`config.mk`:
```
export PLATFORM = sky130hd
export DESIGN_NAME = hazard_unit
export DESIGN_NICKNAME = d
export VERILOG_FILES = /design/src/rtl/hazard_unit.sv
export SDC_FILE = /design/constraint.sdc
export NUM_CORES = 1
export LEC_CHECK = 0
export BUFFER_PORTS_ARGS = -buffer_cell sky130_fd_sc_hd__buf_2
export CAP_MARGIN = 20
export CORE_MARGIN = 5
export CORE_UTILIZATION = 37
export CTS_CLUSTER_DIAMETER = 30
export DETAILED_ROUTE_END_ITERATION = 8
export HOLD_SLACK_MARGIN = 0.12
export PLACE_DENSITY_LB_ADDON = 0.2
export SLEW_MARGIN = 20
export SYNTH_ARGS = -nofsm -noshare
export SYNTH_HDL_FRONTEND = slang
export SYNTH_SLANG_ARGS = --single-unit
```
`constraint.sdc`:
```
create_clock -name clk -period 2.2 [get_ports clk]
set_input_delay 0.55 -clock clk [delete_from_list [all_inputs] [get_ports clk]]
set_output_delay 0.55 -clock clk [all_outputs]
set_load 0.05 [all_outputs]
```
`src/rtl/hazard_unit.sv`:
```
// Pipeline hazard controller: load-use bubbles, multi-cycle MDU stalls and branch flushes.
// Optional perf counters (stall_cnt, flush_cnt) are compiled in with `HAZARD_PERF_EN.
module hazard_unit #(
  parameter int         MDU_CYCLES = 4,
  parameter logic [5:0] OP_LW      = 6'b100011,
  parameter logic [5:0] OP_MDU     = 6'b011100
) (
  input  logic        clk,
  input  logic        rst,
  input  logic [4:0]  id_rs1,
  input  logic [4:0]  id_rs2,
  input  logic        id_uses_rs2,
  input  logic [5:0]  ex_opcode,
  input  logic [4:0]  ex_rd,
  input  logic        br_taken,
  output logic        pc_hold,
  output logic        if_id_hold,
  output logic        if_id_flush,
  output logic        id_ex_hold,
  output logic        id_ex_bubble,
  output logic        mdu_busy
`ifdef HAZARD_PERF_EN
  ,
  output logic [31:0] stall_cnt,
  output logic [31:0] flush_cnt
`endif
);

  typedef enum logic {RUN = 1'b0, MDU_WAIT = 1'b1} state_t;

  // The detect cycle is one of the stall cycles, so the wait counter starts two short.
  localparam logic [3:0] MDU_LOAD = 4'(MDU_CYCLES - 2);

  state_t     state_r;
  state_t     next_state_s;
  logic [3:0] cnt_r;
  logic [3:0] next_cnt_s;
  logic       lu_s;

  assign lu_s = (ex_opcode == OP_LW) && (ex_rd != 5'd0) &&
                ((ex_rd == id_rs1) || (id_uses_rs2 && (ex_rd == id_rs2)));

  // Control outputs and next-state decode; everything is forced low while rst is high.
  always_comb begin
    pc_hold      = 1'b0;
    if_id_hold   = 1'b0;
    if_id_flush  = 1'b0;
    id_ex_hold   = 1'b0;
    id_ex_bubble = 1'b0;
    mdu_busy     = 1'b0;
    next_state_s = state_r;
    next_cnt_s   = cnt_r;
    if (rst) begin
      next_state_s = RUN;
      next_cnt_s   = 4'd0;
    end else begin
      case (state_r)
        RUN: begin
          if (br_taken) begin
            if_id_flush  = 1'b1;
            id_ex_bubble = 1'b1;
          end else if (ex_opcode == OP_MDU) begin
            pc_hold      = 1'b1;
            if_id_hold   = 1'b1;
            id_ex_hold   = 1'b1;
            mdu_busy     = 1'b1;
            next_state_s = MDU_WAIT;
            next_cnt_s   = MDU_LOAD;
          end else if (lu_s) begin
            pc_hold      = 1'b1;
            if_id_hold   = 1'b1;
            id_ex_bubble = 1'b1;
          end else begin
            next_state_s = RUN;
          end
        end
        MDU_WAIT: begin
          // On the cnt==0 cycle ID/EX advances, so the MDU op leaves EX.
          if (cnt_r != 4'd0) begin
            pc_hold    = 1'b1;
            if_id_hold = 1'b1;
            id_ex_hold = 1'b1;
            mdu_busy   = 1'b1;
            next_cnt_s = cnt_r - 4'd1;
          end else begin
            next_state_s = RUN;
          end
        end
        default: begin
          next_state_s = RUN;
          next_cnt_s   = 4'd0;
        end
      endcase
    end
  end

  // FSM state and MDU wait counter.
  always_ff @(posedge clk or posedge rst) begin
    if (rst) begin
      state_r <= RUN;
      cnt_r   <= 4'd0;
    end else begin
      state_r <= next_state_s;
      cnt_r   <= next_cnt_s;
    end
  end

`ifdef HAZARD_PERF_EN
  // Perf counters; wrap naturally at 2^32.
  always_ff @(posedge clk or posedge rst) begin
    if (rst) begin
      stall_cnt <= 32'd0;
      flush_cnt <= 32'd0;
    end else begin
      if (pc_hold) begin
        stall_cnt <= stall_cnt + 32'd1;
      end
      if (if_id_flush) begin
        flush_cnt <= flush_cnt + 32'd1;
      end
    end
  end
`endif

endmodule

```
==> results of run 1 <==
[metal layers]
layer / routed length [um] / global-route usage (%) / vias to the layer above
li1: - / - / 324
met3: 146 / 2.63 / 2
met4: 23 / 6.45 / 0
met1: 669 / 15.7 / 280
met2: 761 / 26.6 / 22
met5: 0 / 0 / -
[cell type report]
cell class / count / share of cell area, %
Clock buffer: 4 / 2.73
Multi-Input combinational cell: 51 / 44.7
Tap cell: 15 / 1.95
Timing Repair Buffer: 49 / 36.5
Sequential cell: 5 / 13.0
Inverter: 3 / 1.17
[report_power, final]
group	switching [mW]	internal [mW]
combinational	0.0472	0.0524
sequential	0.000385	0.0928
clock	0.0349	0.0684
[metrics by stage]
step                hold WS [ns]  setup TNS, ns  instances
floorplan                  0.556         -0.802         62
global placement           0.634         -0.972        122
detailed placement         0.644         -0.965        122
CTS                        0.480          -1.13        126
global route               0.509          -1.36        127
finish                     0.492         -0.988        127
[cells by family after synthesis]
kind of cell	Yosys count	synth area share, %
simple gates	23	31.1
buf+inv	6	5.65
xor+xnor	10	16.5
fa+ha+maj	2	4.71
flops	5	23.5
compound gates	16	18.6
[synth_stat cells, drive strengths merged]
cell type,count
a32oi,1
nand3,1
nor2,4
o31a,1
inv,3
nor4,1
xnor2,1
dfrtp,5
buf,2
xor2,9
o22ai,1
and2,2
nor2b,2
and4b,1
nor3,3
nand3b,1
or4,2
clkbuf,1
nand2b,1
nor4bb,1
a31oi,1
o211ai,1
a21oi,4
o21bai,1
or3,1
or2,1
nor4b,2
ha,2
o21ai,6
[repair_timing]
| action | in CTS | in global routing |
|---|---|---|
| pin swaps | 2 | 1 |
| setup buffers | 0 | 1 |
| hold endpoints to repair | 0 | 0 |
| gates resized for setup | 15 | 3 |
| endpoints found under the setup margin | 5 | 5 |
| hold buffers | 0 | 0 |
[worst max-delay path, delay by kind of cell (launching register included)]
family	cells	cell delay (ns)
simple gates	3	0.77
buf+inv	2	0.24
flops	1	0.35
compound gates	1	0.15
fa+ha+maj	1	0.14
[worst max path at each step]
stage / slack, ns / start / end
floorplan: -0.42 / cnt_r[0] / pc_hold
CTS: -0.25 / cnt_r[1] / if_id_hold
global route: -0.32 / cnt_r[1] / pc_hold
global placement: -0.25 / ex_opcode[2] / if_id_hold
finish: -0.25 / cnt_r[1] / if_id_hold
detailed placement: -0.25 / ex_rd[1] / id_ex_bubble
[state kept, by name (all words and copies together), names as in the netlist]
signal / count
state_r: 1
cnt_r: 4
==> metrics.txt, run 1 <==
Worst Slack Setup Final=-0.250 ns; Synth Instances=62; library cells used by synthesis=30; initial antenna violation count=0; WL/cell=12.6 um; die height=47.9 um; Max rail drop VDD=0.000270 V; # Max-Cap Violations=0; hpwl dp=1310 um; Max stage delay on crit path=0.37 ns; clk root buf=clkbuf_4; Place WS=-0.246 ns; Num CTS Buffers=3; FF+latch count, synth=5; most frequent cells in the layout=23 x buf_2, 17 x buf_4, 9 x xor2_1, 7 x buf_6, 6 x o21ai_0; Power per Cell Area=307 nW/um^2; number of H-tree levels=1; clock skew=0.000851 ns; fin util=72.2%; row cnt=13; worst reg2reg endpoint=cnt_r[2]; Hold Crit Class=input port to asynchronous set/reset pin; fillcell total=105; most common cell after layout, fill and taps aside=buf_2; Tcrit/Tclk final=111%; final setup vio count=5; drt pass-1 iters=2; cell area after placement=862 um^2; core area=1330 um^2; RSZ-0062 raised after global routing=yes; Arr. time, crit path=1.90 ns; share of the synthesized area in the top cell type=23.5%; Tot Pwr=0.296 mW; leakage power=0.462 nW; flop-to-flop setup slack=0.63 ns; grt total ovfl=0; die extent in x=47.9 um; drt via density=4.94; Max clock buf depth=2; share of cells above drive strength 1=56.3%; CTS tree=built; multi-input logic area=430 um^2; worst slew pin tran=0.489 ns; Finished Cell Area=963 um^2; CP max-delay cell=or3_4; status=finished, violations left; number of global-route vias before repair=608; Routed WL=1600 um; Area contributors post-synth=dfrtp_1 24%, xor2_1 15%, o21ai_0 5.6%; Starting Density=39.9%; PortBufs=30; area grow syn2layout=81.2%; Nets=140; via count=628; Crit Path Class=flop to output port; # IOs=31; Worst Reg-to-Reg Cells=8; die area=2300 um^2; Placer Congestion=0.823; FF+latch area=125 um^2; endpoint class of the critical path=output port; Slew Limit Fails=0; Slew HR=67.4%; DRC violations left=0; Antenna Violating Nets Remaining=0; Hold Vio Cnt, Final=0; Synth Net Count=89; Num Clock Sinks=5; global-route wire length before repair=2300 um; largest net degree at the start of global routing=9; Synth Cell Area=532 um^2; fmax=408 MHz; failing checks=negative setup slack; final worst path period need=2.45 ns; ANT cells=0; dominant cell type by area after synthesis=dfrtp_1; type of origin of the critical path=flop; syn_area_per_cell=8.58 um^2; First DRT Iteration DRCs=7; worst skew pair latency=0.24 ns; RR Startpoint=cnt_r[1]; CP cell instances=inv_2, ha_4, nor4bb_4, or2_4, or3_4, o21bai_4, buf_6; gr usage total=14.4%; clk slew on worst S/H paths=0.04 ns; Critical Path RT=1.65 ns; sequential fraction of the synthesis area=23.5%; Ys Warns=0; critical path peak fanout=2
(Power assumes the default switching activity.)
==> run 2, diff against run 1 <==
--- a/constraint.sdc
+++ b/constraint.sdc
@@ -3,2 +3,2 @@
 set_output_delay 0.55 -clock clk [all_outputs]
-set_load 0.05 [all_outputs]
+set_load 0.005 [all_outputs]
==> run 2 against run 1 <==
The flow still finishes with violations (negative setup slack). Largest power group unchanged. Global-route usage increased by 3.0 points. Critical path type unchanged. Critical endpoint unchanged. Cell count decreased by 0.79%. Sequential power about the same. Largest cell class unchanged.
==> metrics.txt, run 2 (synthesis gave the netlist of run 1 again) <==
status=finished, violations left; failing checks=negative setup slack; type of origin of the critical path=flop; critical path peak fanout=3; area grow syn2layout=69.2%; most flop-heavy register=cnt_r; row cnt=13; endpoint class of the critical path=output port; Hold Crit Class=input port to asynchronous set/reset pin; hpwl dp=1240 um; clk root buf=clkbuf_4; Tcrit/Tclk final=107%; core area=1330 um^2; Placer Congestion=0.798; Worst Slack Setup Final=-0.153 ns; final setup vio count=5; Num CTS Buffers=3; fin cells=126; Hold Vio Cnt, Final=0; most frequent cells in the layout=28 x buf_2, 17 x buf_4, 9 x xor2_1, 6 x o21ai_0, 5 x dfrtp_1; clock skew=0.0100 ns; gr usage total=17.4%; # IOs=31; worst skew pair latency=0.25 ns; fin util=67.4%; global-route wire length before repair=2740 um; CTS tree=built; ANT cells=0; clk slew on worst S/H paths=0.05 ns; most common cell after layout, fill and taps aside=buf_2; Largest register FFs=4; Num Clock Sinks=5; drt via density=5.16; leakage power=0.443 nW; First DRT Iteration DRCs=10; Slew HR=74.1%; Starting Density=39.9%; Max clock buf depth=2; Hold Buf Count CTS=0; Routed WL=1770 um; Arr. time, crit path=1.80 ns; final worst path period need=2.35 ns; Power per Cell Area=323 nW/um^2; via count=650; Slew Limit Fails=0; initial antenna violation count=0; largest net degree at the start of global routing=10; number of global-route vias before repair=666; Placed Cells=114; biggest regs=cnt_r (4), state_r (1); fmax=425 MHz; RSZ-0062 raised after global routing=yes; PortBufs=30; Tot Pwr=0.290 mW; WL/cell=14.0 um; Nets=139; die height=47.9 um; die extent in x=47.9 um; worst slew pin tran=0.389 ns; DRC violations left=0; die area=2300 um^2; drt pass-1 iters=5; Max rail drop VDD=0.000430 V; # Max-Cap Violations=0; Crit Path Class=flop to output port; grt total ovfl=0; Antenna Violating Nets Remaining=0; Critical Path RT=1.65 ns; share of cells above drive strength 1=55.0%; number of H-tree levels=1
==> run 2: cell count changes in the layout (fill, tap and decap cells not counted), sizes merged <==
cell and change:
buf -1
==> run 2: worst paths after layout <==
path	start	end	slack (ns)	depth (start not counted)
max	cnt_r[1]	if_id_hold	-0.15	7
min	rst	cnt_r[3]	0.31	2
max reg2reg	cnt_r[1]	cnt_r[2]	0.26	10
min reg2reg	cnt_r[3]	cnt_r[3]	0.65	2
max in group asynchronous	rst	cnt_r[0]	1.69	2
min in group clk	rst	cnt_r[3]	0.63	2
==> run 2: timing repair <==
action,in CTS,in global routing
pin swaps,5,4
endpoints found under the hold margin,0,0
setup endpoints to repair,5,5
cloned,0,0
buffers inserted,7,1
resized for setup,12,1
==> run 2: layer usage <==
metal  global-route usage [%]  up-vias  share of wire (%)
met2                     32.5       27                 55
met1                     19.6      298                 39
met4                     3.23        0               0.79
met3                     4.89        2                5.5
li1                         -      323                  -
met5                        0        -                  0
==> run 2: through the flow <==
step | setup TNS [ns] | area, um^2 | hold slack [ns] | worst slack (ns)
2_1_floorplan | 0 | 532 | 0.526 | 0.0376
3_3_place_gp | -0.245 | 757 | 0.550 | -0.0851
3_5_place_dp | -0.273 | 757 | 0.548 | -0.0958
4_1_cts | -0.750 | 892 | 0.302 | -0.247
5_1_grt | -0.861 | 900 | 0.339 | -0.207
6_report | -0.590 | 900 | 0.312 | -0.153
==> run 2: power by group <==
part | switching [mW] | internal [mW]
sequential | 0.000576 | 0.0927
combinational | 0.0383 | 0.0496
clock | 0.0403 | 0.0688
==> run 2: critical path, stage by stage (launching register included) <==
cell,delay [ns]
dfrtp_1,0.37
inv_2,0.06
ha_4,0.15
nor4bb_4,0.15
or2_4,0.24
or3_4,0.34
o21bai_4,0.12
buf_2,0.13
==> run 2: final cells by class <==
cell class                      count  area [um^2]
Timing Repair Buffer               48          302
Clock buffer                        4         26.3
Tap cell                           15         18.8
Multi-Input combinational cell     51          417
Fill cell                         122          434
Inverter                            3         11.3
Sequential cell                     5          125
